File: src/rtl/insn_encoder_loader.sv
// insn_encoder_loader: packs field-level instruction descriptors into 32-bit
// ISA words and writes them sequentially into instruction memory from a
// programmable base address. Used on the boot path before the CPU runs.
//
// Optional build macro: INSN_LOADER_CHECKSUM_EN adds a 32-bit running-XOR
// checksum output over every written word.
module insn_encoder_loader #(
  parameter int ADDR_W = 12,
  parameter int DEPTH  = 4096
) (
  input  logic              clock,
  input  logic              resetn,
  input  logic              start,
  input  logic [ADDR_W-1:0] base_addr,
  input  logic              in_valid,
  output logic              in_ready,
  input  logic [4:0]        in_opcode,
  input  logic [4:0]        in_rd,
  input  logic [4:0]        in_rs,
  input  logic [4:0]        in_rt,
  input  logic [4:0]        in_shamt,
  input  logic [4:0]        in_aluop,
  input  logic [16:0]       in_imm,
  input  logic [26:0]       in_target,
  input  logic              in_last,
  output logic              imem_we,
  output logic [ADDR_W-1:0] imem_addr,
  output logic [31:0]       imem_data,
  output logic              busy,
  output logic              done,
  output logic [ADDR_W:0]   count,
`ifdef INSN_LOADER_CHECKSUM_EN
  output logic [31:0]       checksum,
`endif
  output logic              err_opcode,
  output logic              err_overflow
);

  typedef enum logic [1:0] {IDLE, LOAD, FLUSH, DONE} state_t;

  // Opcode map shared with the processor's decoder.
  localparam logic [4:0] OP_R    = 5'b00000;
  localparam logic [4:0] OP_J    = 5'b00001;
  localparam logic [4:0] OP_BNE  = 5'b00010;
  localparam logic [4:0] OP_JAL  = 5'b00011;
  localparam logic [4:0] OP_JR   = 5'b00100;
  localparam logic [4:0] OP_ADDI = 5'b00101;
  localparam logic [4:0] OP_BLT  = 5'b00110;
  localparam logic [4:0] OP_SW   = 5'b00111;
  localparam logic [4:0] OP_LW   = 5'b01000;
  localparam logic [4:0] OP_SETX = 5'b10101;
  localparam logic [4:0] OP_BEX  = 5'b10110;

  // Pointer is one bit wider than the address so it can sit one past the
  // last legal word without wrapping back to 0.
  localparam logic [ADDR_W:0] LAST_ADDR = (ADDR_W+1)'(DEPTH - 1);

  // Returns {unknown_opcode, packed_word}; unknown opcodes pack to a nop.
  function automatic logic [32:0] pack_word(
    input logic [4:0]  op,
    input logic [4:0]  rd,
    input logic [4:0]  rs,
    input logic [4:0]  rt,
    input logic [4:0]  shamt,
    input logic [4:0]  aluop,
    input logic [16:0] imm,
    input logic [26:0] target
  );
    logic [32:0] res;
    case (op)
      OP_R:                                   res = {1'b0, op, rd, rs, rt, shamt, aluop, 2'b00};
      OP_ADDI, OP_SW, OP_LW, OP_BNE, OP_BLT:  res = {1'b0, op, rd, rs, imm};
      OP_J, OP_JAL, OP_BEX, OP_SETX:          res = {1'b0, op, target};
      OP_JR:                                  res = {1'b0, op, rd, 22'd0};
      default:                                res = {1'b1, 32'd0};
    endcase
    return res;
  endfunction

  state_t             state;
  logic [ADDR_W:0]    ptr;
  logic               vld_p0;
  logic               bad_p0;
  logic [31:0]        word_p0;
  logic               room_p0;

  // Stage p0: accept handshake and combinational packing of the descriptor.
  always_comb begin
    vld_p0             = in_valid & in_ready;
    room_p0            = (ptr <= LAST_ADDR);
    {bad_p0, word_p0}  = pack_word(in_opcode, in_rd, in_rs, in_rt,
                                   in_shamt, in_aluop, in_imm, in_target);
  end

  // Stage p1: session FSM; an accepted word is registered straight onto the
  // memory port, giving one write per accept with a single cycle of latency.
  always_ff @(posedge clock or negedge resetn) begin
    if (!resetn) begin
      state        <= IDLE;
      ptr          <= '0;
      in_ready     <= 1'b0;
      imem_we      <= 1'b0;
      imem_addr    <= '0;
      imem_data    <= '0;
      busy         <= 1'b0;
      done         <= 1'b0;
      count        <= '0;
      err_opcode   <= 1'b0;
      err_overflow <= 1'b0;
`ifdef INSN_LOADER_CHECKSUM_EN
      checksum     <= '0;
`endif
    end else begin
      imem_we <= 1'b0;
      done    <= 1'b0;
      case (state)
        IDLE: begin
          if (start) begin
            ptr          <= {1'b0, base_addr};
            count        <= '0;
            err_opcode   <= 1'b0;
            err_overflow <= 1'b0;
`ifdef INSN_LOADER_CHECKSUM_EN
            checksum     <= '0;
`endif
            in_ready     <= 1'b1;
            busy         <= 1'b1;
            state        <= LOAD;
          end
        end
        LOAD: begin
          if (vld_p0) begin
            if (room_p0) begin
              imem_we    <= 1'b1;
              imem_addr  <= ptr[ADDR_W-1:0];
              imem_data  <= word_p0;
              ptr        <= ptr + 1'b1;
              count      <= count + 1'b1;
              if (bad_p0) err_opcode <= 1'b1;
`ifdef INSN_LOADER_CHECKSUM_EN
              checksum   <= checksum ^ word_p0;
`endif
            end else begin
              err_overflow <= 1'b1;
            end
            // Memory exhausted ends the session just like the last descriptor.
            if (in_last || !room_p0) begin
              in_ready <= 1'b0;
              state    <= FLUSH;
            end
          end
        end
        FLUSH: begin
          // The final write is on the port during this cycle.
          busy  <= 1'b0;
          done  <= 1'b1;
          state <= DONE;
        end
        DONE: begin
          state <= IDLE;
        end
        default: state <= IDLE;
      endcase
    end
  end

endmodule

File: config.mk
export PLATFORM = sky130hd
export DESIGN_NAME = insn_encoder_loader
export DESIGN_NICKNAME = d
export VERILOG_FILES = /design/src/rtl/insn_encoder_loader.sv
export SDC_FILE = /design/constraint.sdc
export NUM_CORES = 1
export LEC_CHECK = 0
export ABC_AREA = 1
export CORE_MARGIN = 2
export CORE_UTILIZATION = 46
export DETAILED_ROUTE_END_ITERATION = 16
export PLACE_DENSITY = 0.81
export SYNTH_ARGS = -nofsm -noshare
export SYNTH_HDL_FRONTEND = slang
export SYNTH_SLANG_ARGS = --single-unit
export TNS_END_PERCENT = 1
File: constraint.sdc
create_clock -name clock -period 2.1 [get_ports clock]
set_input_delay 0.21 -clock clock [delete_from_list [all_inputs] [get_ports clock]]
set_output_delay 0.21 -clock clock [all_outputs]
set_load 0.01 [all_outputs]
==> results of run 1 <==
-- cells in the final DEF, fill, tap and decap left out --
cell             Yosys  final
ha_1                 6      6
inv_1               43     43
a31oi_1              2      2
clkdlybuf4s50_1      0    152
xnor2_1              2      2
or2_2                2      2
clkinv_1             1      1
bufinv_16            0      1
dfrtp_1             78     78
nand2_2              1      1
nand2_4              2      2
clkinvlp_4           0      3
a21oi_2              1      1
xor2_1               7      7
dlygate4sd3_1        0      1
nor3_4               0      1
clkbuf_8             0      9
o21ai_0             21     21
nor3_1               7      7
nand2_1            329    329
buf_12               0      3
clkinv_2             0      2
nand3b_1             1      1
o21ai_2              4      4
buf_4                4     13
nand3_2              1      1
nand4_2              1      1
nor4_1               1      1
o31ai_1              2      2
a21oi_1              5      5
nor2_4               1      1
a22o_1               2      2
nor2_1              35     35
nand4_1              6      6
buf_6                2      1
clkbuf_1             9      1
nand3_1             46     46
-- sequential cells by signal, summed over array words and instances, names as in the netlist --
| signal | flops |
|---|---|
| done | 1 |
| ptr | 13 |
| err_overflow | 1 |
| in_ready | 1 |
| count | 13 |
| imem_data | 32 |
| err_opcode | 1 |
| imem_we | 1 |
| imem_addr | 12 |
| busy | 1 |
| state | 2 |
-- routing by layer --
layer / track usage (%) / wire, µm / vias up
li1: - / - / 2280
met1: 33.1 / 5380 / 2136
met2: 41.9 / 6200 / 134
met3: 3.59 / 465 / 30
met4: 11.2 / 369 / 0
met5: 0 / 0 / -
-- per-stage QoR --
stage          total power, mW  cell area [µm²]  worst slack [ns]  instances
3_5_place_dp              5.75             6100             0.158        905
2_1_floorplan             4.17             4380             0.269        630
3_3_place_gp              5.64             6100             0.226        905
6_report                  6.90             6320             0.203        923
5_1_grt                   7.40             6320            0.0230        923
4_1_cts                   6.88             6300             0.132        922
-- cell type report --
cell class                 instances  area, µm²
clock inverter                     6       62.6
tap                              129        161
sequential                        78       1950
inverter                          44        165
multi-input combinational        486       2150
clock buffer                      10        128
fill                             783       2920
timing repair buffer             170       1700
-- worst max path at each step --
stage                        start       endpoint
final                       ptr[2]       count[4]
after global routing        ptr[6]       count[4]
after CTS                   ptr[1]   imem_data[3]
after detailed placement    ptr[1]  imem_data[25]
after global placement      ptr[5]  imem_data[26]
after floorplan           state[1]      count[11]
-- critical path, cell delays in order, from the launching register on --
cell	delay, ns
dfrtp_1	0.47
nand2_1	0.08
nor2_1	0.14
nand2_1	0.15
o21ai_2	0.25
nand2_4	0.12
nand2_4	0.15
nand2_2	0.08
buf_12	0.17
nand2_1	0.06
o21ai_0	0.08
-- logic make-up (layout without fill, tap and decap cells) --
group / count (synthesis) / in the layout
DFF: 78 / 78
AOI/OAI and AO/OA: 37 / 37
adders and majority gates: 6 / 6
xor gates and xnor gates: 9 / 9
buffers and inverters: 66 / 230
and+or+nand+nor: 434 / 434
-- power by group --
part / internal, mW / leakage (nW) / total [mW] / switching, mW
logic: 1.55 / 1.98 / 3.35 / 1.81
registers: 2.05 / 1.03 / 2.44 / 0.390
clock network: 0.546 / 0.0883 / 1.11 / 0.568
total: 4.14 / 3.10 / 6.90 / 2.76
-- timing repair --
action                                  CTS  global route
resized for setup                         0             2
hold buffers                              1             0
endpoints found under the setup margin    0            68
endpoints found under the hold margin    37             0
setup buffers                             0             1
==> results.py, run 1 <==
metrics = {
    "power_and_ir_drop": {
        "vdd_drop_max_mv": 0.750,
        "power_density_mw_per_mm2": 1090,
        "total_leakage_power_nw": 3.10,
    },
    "routing": {
        "vias": 4580,
        "routed_wl_um": 12400,
        "ant_nets": 0,
        "drt_iter0_markers": 181,
        "drt_pass1_iterations": 5,
        "avgRoutedWirePerCell_um": 13.4,
        "drt-vias-per-instance": 4.96,
        "drc_errors": 0,
    },
    "logic_synthesis": {
        "syn_avg_cell_area_um2": 6.95,
        "yosysMostFrequentCell": "nand2_1",
        "synth_simple_gate_area_share_pct": 40.4,
        "yosys.area_share.xor_xnor_pct": 1.80,
        "yosys_warnings": 0,
        "ys.flop_type": "dfrtp_1",
        "synth_nets": 727,
        "synth_top_family_by_area": "simple AND/OR/NAND/NOR gates",
        "synth_top_area_share_pct": 44.6,
        "synth_area_leader_cell": "dfrtp_1",
        "synth-seq-cells": 78,
        "synth_edf_count": 0,
        "yosys-top-cells-count": "329 x nand2_1, 78 x dfrtp_1, 46 x nand3_1",
        "synth_adder_area_share_pct": 1.71,
        "syn_inst": 630,
        "syn-cell-area_mm2": 0.00438,
        "synth.distinct_cells": 33,
        "ys_seq_area_share_pct": 44.6,
        "synth-compound-area-share_pct": 5.00,
        "synth-async-reset-ratio_pct": 100,
        "synth.area.top_cells": "dfrtp_1 45%, nand2_1 28%, nand3_1 5.3%, inv_1 3.7%, nor2_1 3.0%",
        "synthMuxAreaShare_pct": 0,
    },
    "grt": {
        "grt_pass1_vias": 4458,
        "grt.total_usage_pct": 25.3,
        "antenna_found_initial": 0,
        "grt_max_degree": 45,
        "grt_pass1_wl_um": 20800,
        "gr-total-overflow": 0,
    },
    "sta": {
        "rsz0062_at_grt": "false",
        "tns_ns": 0,
        "final_hold_viol_count": 0,
        "hold_ws_ns": 0.368,
        "clock.fmax_mhz": 527,
        "finalSetupViolations": 0,
        "finClkSkew_ns": 0.0102,
        "drv_slew": 0,
        "min_period_ns": 1.90,
        "worst_pin_slew_ns": 0.489,
        "period_share_pct": 90.4,
        "slew_headroom_pct": 67.4,
    },
    "worst_setup_path": {
        "crit-reg2reg-launch": "ptr[2]",
        "worstRegToRegCells": 10,
        "r2r-end": "count[4]",
        "crit_path_max_fanout": 39,
        "critPathRequiredTime_ns": 2.33,
        "r2r_slack_ns": 0.20,
        "crit_arrival_ns": 2.13,
        "cp-end-kind": "register",
        "start_kind": "register",
        "crit_type": "reg -> reg",
    },
    "die": {
        "die_x_um": 102,
        "dieHeight_um": 102,
        "coreArea_mm2": 0.00924,
        "rows": 35,
        "io_pins": 154,
        "start_util_pct": 47.4,
        "die_area_mm2": 0.0103,
    },
    "clocking": {
        "clock-root-buffer": "clkbuf_8",
        "cts_max_path_buffers": 2,
        "cts_tree": "done",
        "h-tree-depth": 3,
        "clk_latency_ns": 0.34,
        "clkSlewWorstSetupHoldPaths_ns": 0.09,
        "cts_buffers": 9,
        "cts.sinks": 78,
    },
    "placed_design": {
        "gp_congestion": 0.938,
        "port_buffers": 153,
        "hpwl_um": 9310,
    },
    "final_layout": {
        "utilization_pct": 68.4,
        "antenna-diode-count": 0,
        "drive_gt1_share_pct": 5.79,
        "area_delta_synth_final_pct": 44.3,
        "finalNetCount": 886,
    },
    "hold_path": {
        "worst_hold_path_type": "in -> async",
    },
    "job": {
        "max_cap_violations": 0,
    },
    "run_status": {
        "status": "finished, final reports clean",
    },
}
Note: power is estimated with default switching activity, not from simulation.
==> run 2, diff against run 1 <==
--- a/config.mk
+++ b/config.mk
@@ -7,9 +7,10 @@
 export LEC_CHECK = 0
 export ABC_AREA = 1
 export CORE_MARGIN = 2
-export CORE_UTILIZATION = 46
+export CORE_UTILIZATION = 50
 export DETAILED_ROUTE_END_ITERATION = 16
-export PLACE_DENSITY = 0.81
+export DONT_BUFFER_PORTS = 1
+export SLEW_MARGIN = 25
 export SYNTH_ARGS = -nofsm -noshare
 export SYNTH_HDL_FRONTEND = slang
 export SYNTH_SLANG_ARGS = --single-unit
==> run 2 against run 1 <==
  * Worst setup slack worse by 0.0082 ns
  * Cell area down 24%
  * Critical path depth did not move
  * Register-to-register slack is essentially flat
  * Hold slack worse by 0.35 ns
  * Non-clock buffer count down 153
  * Total power shrank 14%
  * Flip-flop and latch count unchanged
  * Maximum frequency down 0.43%
  * Routed wire length decreased by 16%
  * Core utilization decreased by 13 points
  * Final cell count down 19%
  * Critical path type unchanged
  * Largest power group is now registers
  * Highest routed layer unchanged
==> results.py, run 2 (synthesized netlist as in run 1, its figures left out) <==
metrics = {
    "run_status": {
        "status": "finished, final reports clean",
    },
    "routing": {
        "avgRoutedWirePerCell_um": 14.0,
        "vias": 3915,
        "highest_layer": "met4",
        "route.met3.wl_um": 827,
        "ant_nets": 0,
        "met2_length_um": 4710,
        "wl_met1_um": 4760,
        "drt_iter0_markers": 222,
        "drt-vias-per-instance": 5.23,
        "drc_errors": 0,
        "drt_pass1_iterations": 4,
        "routed_wl_um": 10500,
    },
    "die": {
        "coreArea_mm2": 0.00859,
        "rows": 34,
        "start_util_pct": 50.9,
        "die_x_um": 97.6,
        "dieHeight_um": 97.6,
        "io_pins": 154,
        "die_area_mm2": 0.00952,
    },
    "grt": {
        "grt_pass1_vias": 3788,
        "grt_pass1_wl_um": 18200,
        "grt_max_degree": 79,
        "gr-total-overflow": 0,
        "antenna_found_initial": 0,
        "grt.total_usage_pct": 23.2,
    },
    "sta": {
        "clock.fmax_mhz": 525,
        "finClkSkew_ns": 0.0112,
        "slew_headroom_pct": 69.2,
        "final_hold_viol_count": 0,
        "finalSetupViolations": 0,
        "min_period_ns": 1.91,
        "period_share_pct": 90.7,
        "drv_slew": 0,
        "worst_pin_slew_ns": 0.459,
        "tns_ns": 0,
    },
    "worst_setup_path": {
        "crit_family": "simple AND/OR/NAND/NOR gates",
        "cpPeakStageDelay_ns": 0.39,
        "crit_buf_inv": 1,
        "crit_type": "reg -> reg",
        "cpMostUsedCell": "nand2_1",
        "cp-end-kind": "register",
        "crit-reg2reg-launch": "ptr[1]",
        "crit_path_start": "ptr[1]",
        "crit_arrival_ns": 2.20,
        "critical_path.cell_chain": "ha_1 -> nand3_2 -> nor3_2 -> nand2_1 -> nand2_4 -> nand2_1 -> nor2_4 -> buf_12 -> nand2_1 -> nand2_1",
        "crit_path_max_fanout": 24,
        "crit_slowest_cell": "dfrtp_1",
        "critPathRequiredTime_ns": 2.39,
        "start_kind": "register",
    },
    "placed_design": {
        "port_buffers": 0,
        "hpwl_um": 7530,
        "dpl_cell_area_mm2": 0.00452,
        "gp_congestion": 0.846,
    },
    "hold_path": {
        "hold_start": "in_opcode[4]",
        "worst_hold_path_type": "in -> reg",
    },
    "final_layout": {
        "layout_commonest_cell": "nand2_1",
        "largest_register": "imem_data",
        "drive_gt1_share_pct": 7.02,
        "antenna-diode-count": 0,
        "largest_reg_flops": 32,
        "top_regs": "imem_data: 32 flops, count: 13 flops, ptr: 13 flops",
        "utilization_pct": 55.6,
        "area_delta_synth_final_pct": 9.06,
        "final_cell_mix": "329 x nand2_1, 78 x dfrtp_1, 46 x nand3_1",
        "stdcell_area_mm2": 0.00477,
        "finalNetCount": 733,
    },
    "clocking": {
        "clkSlewWorstSetupHoldPaths_ns": 0.09,
        "cts_tree": "done",
        "cts_max_path_buffers": 2,
        "clk_latency_ns": 0.35,
        "clock-root-buffer": "clkbuf_8",
        "cts.sinks": 78,
        "h-tree-depth": 3,
        "cts_buffers": 9,
    },
    "power_and_ir_drop": {
        "total_leakage_power_nw": 2.52,
        "combPwrFrac_pct": 35.2,
        "seqPwrFrac_pct": 45.9,
        "switchingPower_mw": 2.55,
        "power_density_mw_per_mm2": 1240,
        "clkPwrFrac_pct": 18.9,
        "vdd_drop_max_mv": 0.663,
        "switching_share_pct": 43.2,
        "intPower_mw": 3.35,
    },
    "job": {
        "max_cap_violations": 0,
    },
}
-- run 2: area by class of cell --
class                      count  area [µm²]
timing repair buffer          17         191
clock buffer                  10         128
inverter                      44         165
multi-input combinational    486        2140
sequential                    78        1950
fill                         849        3820
clock inverter                 6        62.6
tap                          108         135
-- run 2: timing repair --
action / 4_1_cts / 5_1_grt
resized for setup: 0 / 1
hold buffers: 2 / 0
buffers inserted: 0 / 3
endpoints found under the hold margin: 78 / 0
endpoints found under the setup margin: 0 / 44
-- run 2: power by group through the flow --
| stage | Sequential, mW | Clock [mW] | Combinational (mW) |
|---|---|---|---|
| after detailed placement | 2.75 | 0 | 2.02 |
| after global placement | 2.74 | 0 | 1.97 |
| after global routing | 2.79 | 1.19 | 2.41 |
| after CTS | 2.72 | 1.14 | 2.06 |
| after floorplan | 2.60 | 0 | 1.57 |
| final | 2.71 | 1.12 | 2.08 |
-- run 2: path summary, 6_finish.rpt --
kind                            endpoint  slack (ns)  cells past startpoint
setup / recovery            imem_data[7]        0.19                     10
hold / removal             imem_data[30]        0.02                      3
setup reg to reg            imem_data[7]        0.19                     10
hold reg to reg                 state[1]        0.52                      2
max in group asynchronous       count[4]        1.37                      2
min in group asynchronous  imem_data[24]        0.44                      2
-- run 2: per-stage QoR --
stage	hold WS, ns	worst slack [ns]	total power [mW]	instances
after floorplan	-0.0856	0.269	4.17	630
after global placement	-0.0840	0.183	4.71	728
after detailed placement	-0.0840	0.148	4.77	728
after CTS	0.0175	0.130	5.93	746
after global routing	0.0209	-0.00390	6.39	749
final	0.0191	0.194	5.91	749
-- run 2: layer usage --
| layer | global-route usage (%) | vias to the layer above |
|---|---|---|
| met5 | 0 | - |
| met4 | 7.80 | 0 |
| met3 | 6.26 | 15 |
| met2 | 36.5 | 131 |
| met1 | 31.2 | 1797 |
| li1 | - | 1972 |
-- run 2: worst min-delay path, stage by stage --
cell,delay [ns]
nor4_1,0.03
nand2_1,0.05
nand2_1,0.05
